==> src/rtl/intra16x16_mode_sched.sv <==
// intra16x16_mode_sched: sequencer and mode decision for the luma 16x16 intra
// predictor. Latches neighbours, derives the DC predictor, accumulates SAD for
// vertical/horizontal/DC over 16 streamed rows and reports the cheapest mode.
// Optional macro INTRA16_ABORT_EN adds an `abort` input that cancels a run.
module intra16x16_mode_sched #(
   parameter int unsigned ROWS       = 16,
   parameter int unsigned DC_DEFAULT = 128
) (
   input  logic         clk,
   input  logic         reset,
   input  logic         start,
   input  logic         top_avail,
   input  logic         left_avail,
   input  logic [127:0] top_flat,
   input  logic [127:0] left_flat,
   input  logic         orig_valid,
   input  logic [127:0] orig_row,
`ifdef INTRA16_ABORT_EN
   input  logic         abort,
`endif
   output logic         orig_ready,
   output logic         busy,
   output logic         done,
   output logic [1:0]   best_mode,
   output logic [15:0]  best_sad,
   output logic [7:0]   dc_value
);

   localparam int unsigned PIX_W    = 8;
   localparam int unsigned NPIX     = 16;
   localparam int unsigned ROW_W    = $clog2(ROWS);
   localparam int unsigned SUM_W    = 13;
   localparam int unsigned ROWSAD_W = 12;
   localparam int unsigned ACC_W    = 16;
   localparam logic [ROW_W-1:0] LAST_ROW = ROW_W'(ROWS - 1);

   typedef enum logic [1:0] {
      S_IDLE   = 2'd0,
      S_PREP   = 2'd1,
      S_ROWS   = 2'd2,
      S_DECIDE = 2'd3
   } state_t;

   state_t             r_state;
   state_t             w_state_nxt;
   logic               w_latch;
   logic               w_prep;
   logic               w_beat;
   logic               w_decide;
   logic               w_abort;
   logic               w_abort_hit;

   logic [127:0]       r_top;
   logic [127:0]       r_left;
   logic               r_top_av;
   logic               r_left_av;
   logic [PIX_W-1:0]   r_dc_work;
   logic [ROW_W-1:0]   r_row;
   logic [ACC_W-1:0]   r_sad_v;
   logic [ACC_W-1:0]   r_sad_h;
   logic [ACC_W-1:0]   r_sad_dc;

   logic               r_orig_ready;
   logic               r_busy;
   logic               r_done;
   logic [1:0]         r_best_mode;
   logic [ACC_W-1:0]   r_best_sad;
   logic [PIX_W-1:0]   r_dc_value;

   logic [SUM_W-1:0]   w_sum_top;
   logic [SUM_W-1:0]   w_sum_left;
   logic [PIX_W-1:0]   w_dc;
   logic [PIX_W-1:0]   w_left_px;
   logic [ROWSAD_W-1:0] w_row_v;
   logic [ROWSAD_W-1:0] w_row_h;
   logic [ROWSAD_W-1:0] w_row_dc;
   logic [1:0]         w_best_mode;
   logic [ACC_W-1:0]   w_best_sad;

`ifdef INTRA16_ABORT_EN
   assign w_abort = abort;
`else
   assign w_abort = 1'b0;
`endif

   assign w_abort_hit = w_abort && (r_state != S_IDLE);

   function automatic logic [PIX_W-1:0] absdiff(input logic [PIX_W-1:0] a,
                                                input logic [PIX_W-1:0] b);
      return (a > b) ? (a - b) : (b - a);
   endfunction

   // State register
   always_ff @(posedge clk or posedge reset) begin
      if (reset) r_state <= S_IDLE;
      else       r_state <= w_state_nxt;
   end

   // Next-state and control strobes; abort overrides any in-flight action
   always_comb begin
      w_state_nxt = r_state;
      w_latch     = 1'b0;
      w_prep      = 1'b0;
      w_beat      = 1'b0;
      w_decide    = 1'b0;
      case (r_state)
         S_IDLE: begin
            if (start) begin
               w_latch     = 1'b1;
               w_state_nxt = S_PREP;
            end
         end
         S_PREP: begin
            w_prep      = 1'b1;
            w_state_nxt = S_ROWS;
         end
         S_ROWS: begin
            if (orig_valid && r_orig_ready) begin
               w_beat = 1'b1;
               if (r_row == LAST_ROW) w_state_nxt = S_DECIDE;
            end
         end
         S_DECIDE: begin
            w_decide    = 1'b1;
            w_state_nxt = S_IDLE;
         end
         default: w_state_nxt = S_IDLE;
      endcase
      if (w_abort_hit) begin
         w_state_nxt = S_IDLE;
         w_prep      = 1'b0;
         w_beat      = 1'b0;
         w_decide    = 1'b0;
      end
   end

   // Neighbour sums and DC predictor from the latched neighbours
   always_comb begin
      w_sum_top  = '0;
      w_sum_left = '0;
      for (int unsigned c = 0; c < NPIX; c++) begin
         w_sum_top  = w_sum_top  + SUM_W'(r_top[PIX_W*c +: PIX_W]);
         w_sum_left = w_sum_left + SUM_W'(r_left[PIX_W*c +: PIX_W]);
      end
      w_dc = PIX_W'(DC_DEFAULT);
      case ({r_top_av, r_left_av})
         2'b11:   w_dc = PIX_W'((w_sum_top + w_sum_left + SUM_W'(16)) >> 5);
         2'b10:   w_dc = PIX_W'((w_sum_top + SUM_W'(8)) >> 4);
         2'b01:   w_dc = PIX_W'((w_sum_left + SUM_W'(8)) >> 4);
         default: w_dc = PIX_W'(DC_DEFAULT);
      endcase
   end

   // Per-row SAD of the incoming row against the three predictors
   always_comb begin
      w_row_v   = '0;
      w_row_h   = '0;
      w_row_dc  = '0;
      w_left_px = r_left[PIX_W*r_row +: PIX_W];
      for (int unsigned c = 0; c < NPIX; c++) begin
         w_row_v  = w_row_v  + ROWSAD_W'(absdiff(orig_row[PIX_W*c +: PIX_W], r_top[PIX_W*c +: PIX_W]));
         w_row_h  = w_row_h  + ROWSAD_W'(absdiff(orig_row[PIX_W*c +: PIX_W], w_left_px));
         w_row_dc = w_row_dc + ROWSAD_W'(absdiff(orig_row[PIX_W*c +: PIX_W], r_dc_work));
      end
   end

   // Cheapest available mode; scanned from high to low mode so ties favour the lower one
   always_comb begin
      w_best_mode = 2'd2;
      w_best_sad  = r_sad_dc;
      if (r_left_av && (r_sad_h <= w_best_sad)) begin
         w_best_mode = 2'd1;
         w_best_sad  = r_sad_h;
      end
      if (r_top_av && (r_sad_v <= w_best_sad)) begin
         w_best_mode = 2'd0;
         w_best_sad  = r_sad_v;
      end
   end

   // Neighbour latch, DC working value, row counter and SAD accumulators
   always_ff @(posedge clk or posedge reset) begin
      if (reset) begin
         r_top     <= '0;
         r_left    <= '0;
         r_top_av  <= 1'b0;
         r_left_av <= 1'b0;
         r_dc_work <= PIX_W'(DC_DEFAULT);
         r_row     <= '0;
         r_sad_v   <= '0;
         r_sad_h   <= '0;
         r_sad_dc  <= '0;
      end else if (w_abort_hit) begin
         r_row    <= '0;
         r_sad_v  <= '0;
         r_sad_h  <= '0;
         r_sad_dc <= '0;
      end else begin
         if (w_latch) begin
            r_top     <= top_flat;
            r_left    <= left_flat;
            r_top_av  <= top_avail;
            r_left_av <= left_avail;
            r_row     <= '0;
            r_sad_v   <= '0;
            r_sad_h   <= '0;
            r_sad_dc  <= '0;
         end
         if (w_prep) r_dc_work <= w_dc;
         if (w_beat) begin
            r_row    <= r_row + ROW_W'(1);
            r_sad_v  <= r_sad_v  + ACC_W'(w_row_v);
            r_sad_h  <= r_sad_h  + ACC_W'(w_row_h);
            r_sad_dc <= r_sad_dc + ACC_W'(w_row_dc);
         end
      end
   end

   // Registered handshake/status flags and result outputs
   always_ff @(posedge clk or posedge reset) begin
      if (reset) begin
         r_orig_ready <= 1'b0;
         r_busy       <= 1'b0;
         r_done       <= 1'b0;
         r_best_mode  <= 2'd2;
         r_best_sad   <= '0;
         r_dc_value   <= PIX_W'(DC_DEFAULT);
      end else begin
         r_orig_ready <= (w_state_nxt == S_ROWS);
         r_busy       <= (w_state_nxt != S_IDLE);
         r_done       <= w_decide;
         if (w_decide) begin
            r_best_mode <= w_best_mode;
            r_best_sad  <= w_best_sad;
            r_dc_value  <= r_dc_work;
         end
      end
   end

   assign orig_ready = r_orig_ready;
   assign busy       = r_busy;
   assign done       = r_done;
   assign best_mode  = r_best_mode;
   assign best_sad   = r_best_sad;
   assign dc_value   = r_dc_value;

endmodule

==> config.mk <==
export PLATFORM = sky130hd
export DESIGN_NAME = intra16x16_mode_sched
export DESIGN_NICKNAME = d
export VERILOG_FILES = /design/src/rtl/intra16x16_mode_sched.sv
export SDC_FILE = /design/constraint.sdc
export NUM_CORES = 2
export LEC_CHECK = 0
export CAP_MARGIN = 15
export CORE_UTILIZATION = 40
export CTS_CLUSTER_DIAMETER = 80
export DETAILED_ROUTE_END_ITERATION = 12
export HOLD_SLACK_MARGIN = 0.03
export PLACE_DENSITY = 0.56
export SYNTH_ARGS = -nofsm -noshare
export SYNTH_HDL_FRONTEND = slang
export SYNTH_SLANG_ARGS = --single-unit
export TNS_END_PERCENT = 5
==> constraint.sdc <==
create_clock -name clk -period 17.83 [get_ports clk]
set_input_delay 1.783 -clock clk [delete_from_list [all_inputs] [get_ports clk]]
set_output_delay 1.783 -clock clk [all_outputs]
set_load 0.005 [all_outputs]
==> metrics <==
run status complete, no violations; Crit path arrival time 12.16 ns; FMAX 86.3 MHz; minimum clock period after layout 11.58 ns; Die Wd 395 µm; Vias 50600; Final GP Congestion 1.05; Main synth FF type dfrtp_1; Die Y 395 µm; unrepaired setup endpoints after global routing no; Setup Crit Path Kind register to register; HPWL after detailed placement 210 mm; largest cells by area after synthesis fa_1 22%, ha_1 19%, dfrtp_1 14%; Max Cap Violations 0; Yosys reg bits 349; CTS Buf Count 48; crit path capture type register; Post-synth top cells 1127 x inv_1, 915 x ha_1, 663 x fa_1; CTS Hold Bufs 0; postcts setup bufs 0; slowest stage delay, CP 0.84 ns; post-synthesis cell count 6429; drt drc 0; Worst Clk Skew 0.0465 ns; Hold Crit Class register to register; WL per Instance 28.1 µm; Final Hold Fails 0; most common cell in the netlist inv_1; asr flop ratio synth 100%; layout cell share with drive strength beyond 1 8.97%; via/cell ratio 5.69; Worst Path Required 18.41 ns; # H-tree levels 2; Post-synth EDFFs 0; Root Buffer clkbuf_16; IO Count 419; Fin Hold WS 0.483 ns; final-layout fill cell count 14800; clock net sink count 349; 1st-pass router iterations 6; routed wire length 250 mm; Worst-path clk slew 0.06 ns; Synth cell types 85; Setup-failing EPs final 0; core area 152000 µm²; Crit path top cell by count fa_1; FP Rows 143; Synth Net Count 8397; CP Launch Type register; Worst-Skew Late Latency 0.69 ns; total track usage 31.9%; Worst Tran Pin Value 1.21 ns; largest net degree at the start of global routing 107; cts repair resizes 0; slowest cell on the critical path o21ai_1; Initial DRC Count 4000; vias in the first global route 51600; die area 156000 µm²; port bufs 418; share of the synthesized area in the top cell type 21.5%; maximum clock insertion buffer count 3; Mean Syn Cell Area 9.59 µm²; initial antenna violation count 11; fin crit share 65.0%; Synth area leader fa_1; post-synthesis cell area 61700 µm²; sequential area share after synthesis 14.2%; Final nets 8785; yosys synthesis warning count 0; Final ANT Viol Nets 0; crit path max fanout 17; Area growth syn-to-layout 13.6%; Multi-input gate area 48200 µm²; Final Max Slew Viols 0; Initial Util 40.5%; setup_tns 0 ns; first-pass GRT wire length 361 mm; Register Area 8740 µm²; CTS tree built; slew margin rel. 19.5%; Remaining Overflow, GRT 0
[per-stage QoR]
| step | setup WS (ns) | std cells | cell area, µm² | util (%) |
|---|---|---|---|---|
| 3_5_place_dp | 6.26 | 8796 | 68300 | 44.8 |
| 2_1_floorplan | 6.37 | 6429 | 61700 | - |
| 4_1_cts | 6.23 | 8882 | 70000 | 45.9 |
| 5_1_grt | 5.59 | 8886 | 70000 | 46.0 |
| 6_report | 6.25 | 8887 | 70100 | 46.0 |
| 3_3_place_gp | 6.00 | 8794 | 68300 | 44.8 |
[worst max-delay path: cells and delay by family (launching register included)]
family,cells,cell delay (ns)
DFF,1,0.63
xor gates and xnor gates,1,0.12
and+or+nand+nor,4,0.97
adders and majority gates,9,3.91
AOI/OAI and AO/OA,15,3.41
buffers and inverters,8,1.94
muxes,1,0.44
[path summary, 6_finish.rpt]
check | from | to | slack, ns | cells past startpoint
setup / recovery | r_row[2] | r_sad_h[14] | 6.25 | 38
hold / removal | best_mode[0] | best_mode[0] | 0.48 | 1
setup reg to reg | r_row[2] | r_sad_h[14] | 6.25 | 38
hold reg to reg | best_mode[0] | best_mode[0] | 0.48 | 1
max in group asynchronous | reset | r_left[71] | 13.88 | 4
min in group asynchronous | reset | r_left[80] | 1.67 | 2
[layout make-up]
type / instances / area share (%)
antenna: 4 / 0.0143
sequential: 349 / 12.5
clock inverter: 22 / 0.423
timing repair buffer: 480 / 6.67
multi-input combinational: 4811 / 68.8
inverter: 1127 / 6.05
tap: 2030 / 3.63
clock buffer: 64 / 1.97
[layer usage]
layer | GRT usage (%) | routed length, µm
met5 | 0 | 13
met3 | 4.36 | 15200
met4 | 14.7 | 13400
met2 | 52.3 | 117000
met1 | 41.6 | 105000
[kinds of logic after synthesis]
family / count (synthesis) / share of synthesized area [%]
adders and majority gates: 1578 / 40.1
AOI/OAI and AO/OA: 1343 / 14.3
buffers and inverters: 1269 / 7.80
and+or+nand+nor: 949 / 7.91
muxes: 620 / 11.1
DFF: 349 / 14.2
xor gates and xnor gates: 321 / 4.56
[cell usage in the layout, fill, tap and decap left out, types with 24 or more instances in the layout]
master           netlist  final
inv_1               1127   1124
nor2_1               142    142
a311oi_1              36     36
o22ai_1               32     32
clkbuf_16              0     49
a21oi_1              340    340
nand4_1               85     85
o21ai_0              252    252
and3_1                52     51
mux2_2               371    371
o211ai_1              51     51
nor3_1                48     48
a21boi_0              32     32
nand2_1              242    241
clkdlybuf4s50_1        0    418
a211o_1               24     24
buf_4                  3     59
a31oi_1               47     47
o31ai_1               32     32
and2_1                43     41
mux2i_1              233    233
nand3_1              131    130
nor2b_1               62     62
xor2_1               117    117
dfrtp_1              346    344
o21a_1                66     66
fa_1                 663    663
a21o_1               140    140
ha_1                 915    915
xnor2_1              204    204
a211oi_1              73     73
and4_1                26     26
[registers in the layout, summed over array words and instances (netlist names)]
name	cells
r_row	4
best_sad	16
busy	1
done	1
r_state	2
r_sad_v	16
r_left	128
r_dc_work	8
r_left_av	1
r_top_av	1
r_sad_dc	16
best_mode	2
orig_ready	1
r_sad_h	16
r_top	128
dc_value	8
Power is not shown: default switching activity piles up to over one toggle a cycle in this logic, so the estimate is an artifact.
